**src/rtl/sd_cmd_arbiter.sv**
```systemverilog
// Purpose : shares the SD CMD engine between software and DMA requesters (round-robin or DMA priority).
// Latency : req -> new_command 2 edges; cmd_complete -> done pulse 2 edges; timeout after TIMEOUT_CYCLES in WAIT.
// Backpress: one command in flight; requests arriving while busy stay pending (req level) until granted.
//
// Ports (all synchronous to i_clk_host, reset i_reset_host synchronous active-high):
//   i_sw_req/i_sw_index/i_sw_arg, o_sw_ack/o_sw_done       software requester
//   i_dma_req/i_dma_index/i_dma_arg, o_dma_ack/o_dma_done  DMA requester
//   o_new_command/o_cmd_index/o_cmd_argument               start pulse + latched command to CMD block
//   i_cmd_complete/i_cmd_index_error/i_response            completion from CMD block (first cycle used)
//   o_resp_out, o_err_index, o_err_timeout                 result of the last command
//   o_owner (0 = software, 1 = DMA), o_busy                current ownership
// Build option: define SD_CMD_ARB_DMA_PRIO_EN for fixed DMA priority instead of round-robin.
module sd_cmd_arbiter #(
    parameter int TIMEOUT_CYCLES = 1024,
    parameter int TO_W           = 16
) (
    input  logic         i_clk_host,
    input  logic         i_reset_host,
    input  logic         i_sw_req,
    input  logic [5:0]   i_sw_index,
    input  logic [31:0]  i_sw_arg,
    output logic         o_sw_ack,
    output logic         o_sw_done,
    input  logic         i_dma_req,
    input  logic [5:0]   i_dma_index,
    input  logic [31:0]  i_dma_arg,
    output logic         o_dma_ack,
    output logic         o_dma_done,
    output logic         o_new_command,
    output logic [5:0]   o_cmd_index,
    output logic [31:0]  o_cmd_argument,
    input  logic         i_cmd_complete,
    input  logic         i_cmd_index_error,
    input  logic [127:0] i_response,
    output logic [127:0] o_resp_out,
    output logic         o_err_index,
    output logic         o_err_timeout,
    output logic         o_owner,
    output logic         o_busy
);

    typedef enum logic [1:0] {
        S_IDLE  = 2'd0,
        S_ISSUE = 2'd1,
        S_WAIT  = 2'd2,
        S_DONE  = 2'd3
    } state_t;

    state_t         r_state;
    state_t         w_state_nxt;
    logic [TO_W-1:0] r_count;

    logic           r_sw_ack, r_sw_done, r_dma_ack, r_dma_done;
    logic           r_new_command, r_err_index, r_err_timeout, r_owner, r_busy;
    logic [5:0]     r_cmd_index;
    logic [31:0]    r_cmd_argument;
    logic [127:0]   r_resp_out;

    logic           w_pick_dma;
    logic           w_grant, w_issue, w_capture, w_timeout, w_finish, w_count_dec;
    logic           w_count_zero;

    assign w_count_zero = (r_count == '0);

`ifdef SD_CMD_ARB_DMA_PRIO_EN
    // DMA wins every tie; no history needed.
    assign w_pick_dma = i_dma_req;
`else
    // 1 = DMA was granted last. Reset to DMA so software wins the first tie.
    logic r_last_grant;

    always_ff @(posedge i_clk_host) begin
        if (i_reset_host) begin
            r_last_grant <= 1'b1;
        end else if (w_grant) begin
            r_last_grant <= w_pick_dma;
        end
    end

    assign w_pick_dma = i_dma_req & (~i_sw_req | ~r_last_grant);
`endif

    always_ff @(posedge i_clk_host) begin
        if (i_reset_host) begin
            r_state <= S_IDLE;
        end else begin
            r_state <= w_state_nxt;
        end
    end

    always_comb begin
        w_state_nxt = r_state;
        w_grant     = 1'b0;
        w_issue     = 1'b0;
        w_capture   = 1'b0;
        w_timeout   = 1'b0;
        w_finish    = 1'b0;
        w_count_dec = 1'b0;
        case (r_state)
            S_IDLE: begin
                if (i_sw_req || i_dma_req) begin
                    w_grant     = 1'b1;
                    w_state_nxt = S_ISSUE;
                end
            end
            S_ISSUE: begin
                w_issue     = 1'b1;
                w_state_nxt = S_WAIT;
            end
            S_WAIT: begin
                // Completion takes precedence over an expiring counter.
                if (i_cmd_complete) begin
                    w_capture   = 1'b1;
                    w_state_nxt = S_DONE;
                end else if (w_count_zero) begin
                    w_timeout   = 1'b1;
                    w_state_nxt = S_DONE;
                end else begin
                    w_count_dec = 1'b1;
                end
            end
            S_DONE: begin
                w_finish    = 1'b1;
                w_state_nxt = S_IDLE;
            end
            default: w_state_nxt = S_IDLE;
        endcase
    end

    always_ff @(posedge i_clk_host) begin
        if (i_reset_host) begin
            r_sw_ack       <= 1'b0;
            r_sw_done      <= 1'b0;
            r_dma_ack      <= 1'b0;
            r_dma_done     <= 1'b0;
            r_new_command  <= 1'b0;
            r_cmd_index    <= '0;
            r_cmd_argument <= '0;
            r_resp_out     <= '0;
            r_err_index    <= 1'b0;
            r_err_timeout  <= 1'b0;
            r_owner        <= 1'b0;
            r_busy         <= 1'b0;
            r_count        <= '0;
        end else begin
            // Pulse outputs default low every cycle.
            r_sw_ack      <= 1'b0;
            r_dma_ack     <= 1'b0;
            r_sw_done     <= 1'b0;
            r_dma_done    <= 1'b0;
            r_new_command <= 1'b0;

            if (w_grant) begin
                r_owner        <= w_pick_dma;
                r_busy         <= 1'b1;
                r_sw_ack       <= ~w_pick_dma;
                r_dma_ack      <= w_pick_dma;
                r_cmd_index    <= w_pick_dma ? i_dma_index : i_sw_index;
                r_cmd_argument <= w_pick_dma ? i_dma_arg : i_sw_arg;
            end

            if (w_issue) begin
                r_new_command <= 1'b1;
                r_err_index   <= 1'b0;
                r_err_timeout <= 1'b0;
                r_count       <= TO_W'(TIMEOUT_CYCLES - 1);
            end else if (w_count_dec) begin
                r_count <= r_count - TO_W'(1);
            end

            if (w_capture) begin
                r_resp_out  <= i_response;
                r_err_index <= i_cmd_index_error;
            end

            if (w_timeout) begin
                r_err_timeout <= 1'b1;
            end

            if (w_finish) begin
                r_sw_done  <= ~r_owner;
                r_dma_done <= r_owner;
                r_busy     <= 1'b0;
            end
        end
    end

    assign o_sw_ack       = r_sw_ack;
    assign o_sw_done      = r_sw_done;
    assign o_dma_ack      = r_dma_ack;
    assign o_dma_done     = r_dma_done;
    assign o_new_command  = r_new_command;
    assign o_cmd_index    = r_cmd_index;
    assign o_cmd_argument = r_cmd_argument;
    assign o_resp_out     = r_resp_out;
    assign o_err_index    = r_err_index;
    assign o_err_timeout  = r_err_timeout;
    assign o_owner        = r_owner;
    assign o_busy         = r_busy;

endmodule

```
**config.mk**
```make
export PLATFORM = sky130hd
export DESIGN_NAME = sd_cmd_arbiter
export DESIGN_NICKNAME = d
export VERILOG_FILES = /design/src/rtl/sd_cmd_arbiter.sv
export SDC_FILE = /design/constraint.sdc
export NUM_CORES = 1
export LEC_CHECK = 0
export CORE_AREA = 2 2 151 153
export CTS_CLUSTER_SIZE = 25
export DETAILED_ROUTE_END_ITERATION = 8
export DIE_AREA = 0 0 153 155
export PLACE_DENSITY = 0.73
export SYNTH_ARGS = -nofsm -noshare
export SYNTH_HDL_FRONTEND = slang
export SYNTH_SLANG_ARGS = --single-unit
```
**constraint.sdc**
```tcl
create_clock -name i_clk_host -period 2.6 [get_ports i_clk_host]
set_input_delay 0.52 -clock i_clk_host [delete_from_list [all_inputs] [get_ports i_clk_host]]
set_output_delay 0.52 -clock i_clk_host [all_outputs]
set_load 0.05 [all_outputs]
```
-- Word level (Yosys, flattened, before mapping)
Index checks and enable logic that the tools add are counted.
- multiplexer cells: 24
- reduce and logical (&&, ||, !) cells: 11
- equality and inequality tests: 5
- bitwise logic cells: 8
- add/sub/neg operators: 1
- operators with widths (kind ; count):
    32-bit 2-to-1 mux ; 1
    10-bit 2-to-1 mux ; 2
    16-bit zero test ; 1
    1-bit 2-to-1 mux ; 16
    16-bit by 1-bit subtractor with 16-bit output (second input constant) ; 1
    2-bit case mux with 4 select lines ; 1
    2-bit OR reduction ; 4
    2-bit 2-to-1 mux ; 3
    6-bit 2-to-1 mux ; 1
    1-bit NOT ; 6
    2-bit nonzero test ; 3
    2-bit == test (second input constant) ; 2
    3-bit != test (second input constant) ; 1
    2-bit by 1-bit == test with 1-bit output (second input constant) ; 1
    2-bit zero test ; 1
    2-bit != test (second input constant) ; 1
    2-bit AND reduction ; 1
    1-bit bitwise AND ; 1
    1-bit logical OR ; 1
    1-bit OR ; 1
- input bits: 210
- word-level logic and storage cells: 65
- bits in registers: 194

-- Depth between registers and ports, before layout
Gate-level depths: netlist (run 1).
- depth after elaboration: 6
- depth in mapped cells: 7

-- Worst setup path after synthesis (run 1)
No wires, ideal clock.
- path type: flip-flop to flip-flop
- start: register r_state[0]
- end: register r_count[13]
- cell stages (with the launch flop): 7
- arrival: 2.345 ns
- period minus slack after synthesis: 2.415 ns
- path buffers: 0
- path slack: 0.185 ns
- library setup time: 0.070 ns
- cell sequence: dfxtp_1 > inv_1 > ha_1 > or4b_2 > or4_4 > or4b_1 > a21oi_1
- cells in the longest elaborated chain, start to end: 3
- RTL lines (element ; RTL line ; source):
    start: declaration ; 49 ; state_t r_state;
    start signal: assignment ; 87 ; r_state <= w_state_nxt;
    2-bit by 1-bit == test with 1-bit output ; 99 ; case (r_state)
    1-bit 2-to-1 mux ; 99 ;
    2-bit OR reduction (no source line) ; -- ;
    end signal: assignment ; 166 ; r_count <= TO_W'(TIMEOUT_CYCLES - 1);
    end signal: assignment ; 168 ; r_count <= r_count - TO_W'(1);
    end: declaration ; 51 ; logic [TO_W-1:0] r_count;
Several ways; a longest one is shown, not always the timed one.
A chain may end at the register's enable or synchronous reset.

-- Final worst setup path (run 1)
- start: register r_state[0]
- end: register r_count[7]
- cells in the longest elaborated chain, start to end: 3
- RTL lines (element ; RTL line):
    2-bit by 1-bit == test with 1-bit output or 2-bit == test (tied branches) ; 99
    1-bit 2-to-1 mux ; 99
    10-bit 2-to-1 mux or 2-bit nonzero test (tied branches) ; --
Several ways; a longest one is shown, not always the timed one.

==> results of run 1 <==
## flip-flops by register name, indices dropped and copies added, names as in the netlist
signal          flops
o_err_index         1
o_dma_done          1
o_cmd_index         6
o_err_timeout       1
o_sw_ack            1
r_last_grant        1
r_count            16
o_new_command       1
o_sw_done           1
o_owner             1
o_resp_out        128
o_cmd_argument     32
r_state             2
o_dma_ack           1
o_busy              1
## metal layers
layer	GRT usage	vias up
met5	0	-
met4	0.0494	0
met3	0.0591	25
met2	0.319	257
met1	0.221	3319
li1	-	3686
## worst min-delay path, stage by stage, from the launching register on
cell	delay (ns)
dfxtp_1	0.31
nand2_1	0.05
a21oi_1	0.05
## cell usage after synthesis
| cell | n |
|---|---|
| nand2_1 | 263 |
| dfxtp_1 | 194 |
| a21oi_1 | 139 |
| clkbuf_1 | 54 |
| nor2_1 | 45 |
| a211oi_1 | 38 |
| mux2i_1 | 38 |
| or4_1 | 12 |
| a31oi_1 | 10 |
| buf_1 | 9 |
| nor3_1 | 8 |
| o31ai_1 | 7 |
| ha_1 | 6 |
| inv_1 | 6 |
| o21ai_0 | 6 |
| buf_2 | 4 |
| or2_2 | 4 |
| or3_1 | 4 |
| nor4_1 | 3 |
| and3_1 | 2 |
| nand3_1 | 2 |
| nor3b_1 | 2 |
| o41ai_1 | 2 |
| a211o_1 | 1 |
| a21bo_2 | 1 |
| a21boi_1 | 1 |
| a21o_1 | 1 |
| a31o_2 | 1 |
| and2_1 | 1 |
| and4_1 | 1 |
| nand2b_1 | 1 |
| nand3b_1 | 1 |
| nand4_1 | 1 |
| nand4b_1 | 1 |
| nor2b_1 | 1 |
| o21a_1 | 1 |
| o21bai_1 | 1 |
| o311ai_0 | 1 |
| or3b_2 | 1 |
| or4_4 | 1 |
| or4b_1 | 1 |
| or4b_2 | 1 |
## how the worst max path moves through the flow
stage / from / to / slack, ns / cells past startpoint
global route: r_state[0] / r_count[7] / 0.01 / 7
finish: r_state[0] / r_count[7] / 0.12 / 7
floorplan: r_state[0] / r_count[13] / 0.19 / 6
CTS: r_state[0] / r_count[7] / 0.13 / 7
global placement: i_cmd_complete / r_count[7] / -0.12 / 6
detailed placement: i_cmd_complete / r_count[7] / -0.19 / 6
## cell type report
| cell class | count | area [sq um] | share of cell area |
|---|---|---|---|
| multi-input cells | 610 | 3170 | 0.263 |
| flip-flops and latches | 194 | 3880 | 0.322 |
| clock inverters | 15 | 146 | 0.0121 |
| well taps | 285 | 357 | 0.0296 |
| inverters | 6 | 22.5 | 0.00187 |
| clock buffers | 17 | 425 | 0.0353 |
| repair buffers | 402 | 4060 | 0.336 |
## metrics by stage
step / area (sq um) / TNS (ns) / power, mW / hold slack, ns / setup slack, ns
3_5_place_dp: 11500 / -0.534 / 8.24 / 0.445 / -0.186
5_1_grt: 12100 / 0 / 11.3 / 0.471 / 0.0132
3_3_place_gp: 11500 / -0.366 / 8.18 / 0.441 / -0.122
2_1_floorplan: 7310 / 0 / 6.63 / 0.446 / 0.185
4_1_cts: 12100 / 0 / 10.8 / 0.456 / 0.126
6_report: 12100 / 0 / 10.7 / 0.453 / 0.125
## kinds of logic after synthesis
group / synth area share
flops: 0.531
buf+inv: 0.0382
mux: 0.0520
simple gates: 0.203
compound gates: 0.165
fa+ha+maj: 0.0103
## power by group
group | total (mW) | internal, mW | switching (mW) | leakage [nW]
clock | 2.57 | 1.28 | 1.29 | 0.277
combinational | 4.42 | 1.60 | 2.82 | 2.37
sequential | 3.73 | 3.46 | 0.269 | 1.58
total | 10.7 | 6.34 | 4.38 | 4.23
==> impl_metrics.env, run 1 <==
export IMPL_wire_per_inst_microns=15.1
export IMPL_postCtsSetupRepairBufs=0
export IMPL_hold_buffers=0
export IMPL_crit_chain="inv_1 > ha_1 > or4b_2 > buf_4 > or2_2 > or4_1 > a31oi_1"
export IMPL_overflow=0
export IMPL_max_cap_violations=0
export IMPL_routed_wl_microns=23100
export IMPL_worst_setup_path_type="flip-flop to flip-flop"
export IMPL_r2r_end="r_count[7]"
export IMPL_drv_slew=0
export IMPL_p_leak_nw=4.23
export IMPL_portBuffers=384
export IMPL_rsz0062_at_grt="false"
export IMPL_finalCritPeriodShare=0.952
export IMPL_synth_seq_cells=194
export IMPL_wl_met2_microns=11400
export IMPL_htreeDepth=4
export IMPL_route_met3_wl_microns=1620
export IMPL_finalHoldViolations=0
export IMPL_num_io_pins=385
export IMPL_die_x_microns=153
export IMPL_most_common_layout_cells="clkdlybuf4s50_1, nand2_1, dfxtp_1, a21oi_1, nor2_1"
export IMPL_drt_met1_wl_microns=9750
export IMPL_route_vias_total=7287
export IMPL_synth_area_top_cells="dfxtp_1, nand2_1, a21oi_1"
export IMPL_die_h_microns=155
export IMPL_yosys_warnings=0
export IMPL_max_stage_delay_ns=0.64
export IMPL_min_from="o_resp_out[73]"
export IMPL_layout_commonest_cell="clkdlybuf4s50_1"
export IMPL_first_pass_iters=4
export IMPL_drc=0
export IMPL_antenna_found_initial=0
export IMPL_outcome="finished, final reports clean"
export IMPL_ant_nets=0
export IMPL_synth_top_area_cell="dfxtp_1"
export IMPL_via_per_inst=4.77
export IMPL_grt_use_total=0.184
export IMPL_diodes=0
export IMPL_drtIter0Drc=392
export IMPL_hp_class="flip-flop to flip-flop"
export IMPL_syn_area_sq_um=7310
export IMPL_fmax_ghz=0.404
export IMPL_yosysUniqueCellTypes=42
export IMPL_synth_cells=877
export IMPL_gp_congestion=0.776
export IMPL_grt_pass1_vias=6739
export IMPL_dp_cells=1497
export IMPL_cts_sinks=194
export IMPL_numCtsBuffers=17
export IMPL_grt_max_degree=84
export IMPL_drive_above_1_share=0.0514
export IMPL_cp_end_kind="flip-flop"
export IMPL_synth_area_per_cell_sq_um=8.34
export IMPL_setup_violations_final=0
export IMPL_period_needed_ns=2.48
export IMPL_cp_start_kind="flip-flop"
export IMPL_tightest_slew_ns=0.594
export IMPL_timing_rr_start="r_state[0]"
export IMPL_clkTransAtPathRegs_ns=0.08
export IMPL_netlist_area_leader_share=0.531
export IMPL_top_layer="met4"
export IMPL_skew_ns=0.0157
export IMPL_initial_utilization=0.329
export IMPL_crit_fanout=5
export IMPL_final_nets=1447
export IMPL_whs_path_depth=2
export IMPL_ir_drop_uv=575
export IMPL_fin_util=0.543
export IMPL_cts_root_buf="clkbuf_16"
export IMPL_n_fill_cell=2026
export IMPL_grt_pass1_wl_microns=35200
export IMPL_relSlewSlack=0.603
export IMPL_core_sq_um=22200
export IMPL_cts_max_path_buffers=2
export IMPL_cts_resized=0
export IMPL_finalNonFillerCells=1529
export IMPL_crit_family="simple AND/OR/NAND/NOR gates"
export IMPL_synth_yosys_seq_area_share=0.531
export IMPL_critical_path_required_ns=2.95
export IMPL_cts_tree="done"
export IMPL_dieArea_sq_um=23700
export IMPL_cp_num_buf_inv=2
export IMPL_rr_worst_depth=7
export IMPL_rows=55
export IMPL_cpMaxStageDelayCell="or4b_2"
export IMPL_crit_arrival_ns=2.83
export IMPL_rrSetupSlack_ns=0.12
export IMPL_hold_end="o_resp_out[73]"
export IMPL_dpl_hpwl_microns=16800
export IMPL_area_growth_pct=65.0
export IMPL_syn_nets=1093
export IMPL_clk_latency_ns=0.43
export IMPL_power_density_nw_per_um2=889
Note: power is estimated with default switching activity, not from simulation.
==> run 2: changes to the inputs <==
==> config.mk (replaced) <==
export PLATFORM = sky130hd
export DESIGN_NAME = sd_cmd_arbiter
export DESIGN_NICKNAME = d
export VERILOG_FILES = /design/src/rtl/sd_cmd_arbiter.sv
export SDC_FILE = /design/constraint.sdc
export NUM_CORES = 1
export LEC_CHECK = 0
export CORE_AREA = 2 2 149 151
export CTS_BUF_LIST = sky130_fd_sc_hd__clkbuf_4
export CTS_CLUSTER_SIZE = 25
export DETAILED_ROUTE_END_ITERATION = 8
export DIE_AREA = 0 0 151 153
export PLACE_DENSITY = 0.75
export SYNTH_ARGS = -nofsm -noshare
export SYNTH_HDL_FRONTEND = slang
export SYNTH_SLANG_ARGS = --single-unit
==> impl_metrics.env, run 2 (synthesized netlist as in run 1, its figures left out) <==
export IMPL_outcome="finished, final reports clean"
export IMPL_htreeDepth=4
export IMPL_skew_ns=0.0239
export IMPL_rows=54
export IMPL_grt_pass1_vias=6899
export IMPL_final_setup_worst_slack_ns=0.165
export IMPL_cts_max_path_buffers=2
export IMPL_hp_class="primary input to flip-flop"
export IMPL_cts_root_buf="clkbuf_4"
export IMPL_gp_congestion=0.812
export IMPL_numCtsBuffers=17
export IMPL_num_io_pins=385
export IMPL_finalCritPeriodShare=0.937
export IMPL_period_needed_ns=2.43
export IMPL_via_per_inst=4.75
export IMPL_crit_fanout=5
export IMPL_max_cap_violations=0
export IMPL_dpl_hpwl_microns=17600
export IMPL_initial_utilization=0.340
export IMPL_critical_path_required_ns=3.10
export IMPL_overflow=0
export IMPL_die_h_microns=153
export IMPL_grt_max_degree=87
export IMPL_critPathLaunch="r_state[0]"
export IMPL_n_fill_cell=1968
export IMPL_setup_violations_final=0
export IMPL_diodes=0
export IMPL_cts_sinks=194
export IMPL_wire_per_inst_microns=15.4
export IMPL_drtIter0Drc=308
export IMPL_grt_use_total=0.197
export IMPL_timing_rr_start="r_state[0]"
export IMPL_crit_arrival_ns=2.93
export IMPL_area_growth_pct=62.1
export IMPL_portBuffers=384
export IMPL_grtUsageMet2=0.344
export IMPL_grtUsageMet3=0.0666
export IMPL_ir_drop_uv=455
export IMPL_antenna_found_initial=0
export IMPL_final_nets=1455
export IMPL_rsz0062_at_grt="false"
export IMPL_worst_setup_path_type="flip-flop to flip-flop"
export IMPL_power_density_nw_per_um2=836
export IMPL_layout_commonest_cell="clkdlybuf4s50_1"
export IMPL_finalHoldViolations=0
export IMPL_use_met1=0.228
export IMPL_drv_slew=0
export IMPL_busiest_layer="met2"
export IMPL_tightest_slew_ns=0.667
export IMPL_first_pass_iters=5
export IMPL_route_vias_total=7268
export IMPL_dieArea_sq_um=23100
export IMPL_cts_tree="done"
export IMPL_drive_above_1_share=0.0576
export IMPL_min_from="i_reset_host"
export IMPL_cp_end_kind="flip-flop"
export IMPL_routed_wl_microns=23600
export IMPL_die_x_microns=151
export IMPL_cp_start_kind="flip-flop"
export IMPL_ant_nets=0
export IMPL_largest_register_ffs=128
export IMPL_grt_pass1_wl_microns=35800
export IMPL_clkTransAtPathRegs_ns=0.17
export IMPL_core_sq_um=21500
export IMPL_drc=0
export IMPL_fmax_ghz=0.411
export IMPL_most_common_layout_cells="clkdlybuf4s50_1, nand2_1, dfxtp_1, a21oi_1, nor2_1"
export IMPL_clk_latency_ns=0.57
export IMPL_pre_cts_ws_ns=-0.162
export IMPL_relSlewSlack=0.554
export IMPL_p_leak_nw=4.16
export IMPL_fin_util=0.551
-- run 2: cell count changes in the layout (fill, tap and decap cells not counted), sizes merged --
cell,change
bufinv,+1
buf,+8
clkinvlp,-2
-- run 2: worst max-delay path: stages (launching register included) --
cell and delay, ns:
dfxtp_1 0.37, inv_2 0.10, ha_1 0.17, or4b_2 0.61, or4_4 0.45, or4b_1 0.49
a21oi_1 0.16
-- run 2: per-stage QoR --
stage	std cells	hold WS [ns]	power, mW	cell area (sq um)	TNS (ns)
finish	1531	0.348	9.91	11800	0
global route	1531	0.298	10.5	11800	0
global placement	1500	0.441	8.24	11600	-0.375
CTS	1531	0.288	10.0	11800	0
detailed placement	1500	0.445	8.30	11600	-0.457
floorplan	877	0.446	6.63	7310	0
-- run 2: final timing paths --
check | end | slack [ns] | depth (start not counted)
hold reg to reg | o_resp_out[66] | 0.46 | 2
hold / removal | o_err_timeout | 0.35 | 2
setup reg to reg | r_count[13] | 0.17 | 6
setup / recovery | r_count[13] | 0.17 | 6
-- run 2: cell type report --
cell class,instances,area (sq um),area share
inverter,6,22.5,0.00190
sequential,194,3880,0.328
timing repair buffer,410,4130,0.348
clock inverter,14,165,0.0139
clock buffer,17,128,0.0108
tap,280,350,0.0296
multi-input combinational,610,3170,0.268
-- run 2: timing repair --
item                       in CTS  in global routing
buffers inserted                0                  0
resized for setup               0                  1
setup endpoints to repair       0                  1
hold buffers                    0                  0
-- run 2: routing by layer --
layer  share of wire  up-vias
met5               0        -
li1                -     3694
met1            0.40     3270
met3           0.083       35
met4           0.021        0
met2            0.49      269
-- run 2: report_power, final --
group          switching [mW]  internal (mW)  total, mW
clock                    1.16          0.524       1.68
combinational            2.85           1.64       4.48
sequential              0.281           3.46       3.74
total                    4.28           5.62       9.91
==> run 3: changes to the inputs <==
--- a/config.mk
+++ b/config.mk
@@ -5,11 +5,13 @@
 export SDC_FILE = /design/constraint.sdc
 export NUM_CORES = 1
 export LEC_CHECK = 0
+export CAP_MARGIN = 25
 export CORE_AREA = 2 2 149 151
 export CTS_BUF_LIST = sky130_fd_sc_hd__clkbuf_4
 export CTS_CLUSTER_SIZE = 25
 export DETAILED_ROUTE_END_ITERATION = 8
 export DIE_AREA = 0 0 151 153
+export HOLD_SLACK_MARGIN = 0.1
 export PLACE_DENSITY = 0.75
 export SYNTH_ARGS = -nofsm -noshare
 export SYNTH_HDL_FRONTEND = slang
==> results of run 3 <==
Same layout as run 2: the final DEF is identical, and so are final timing and power.
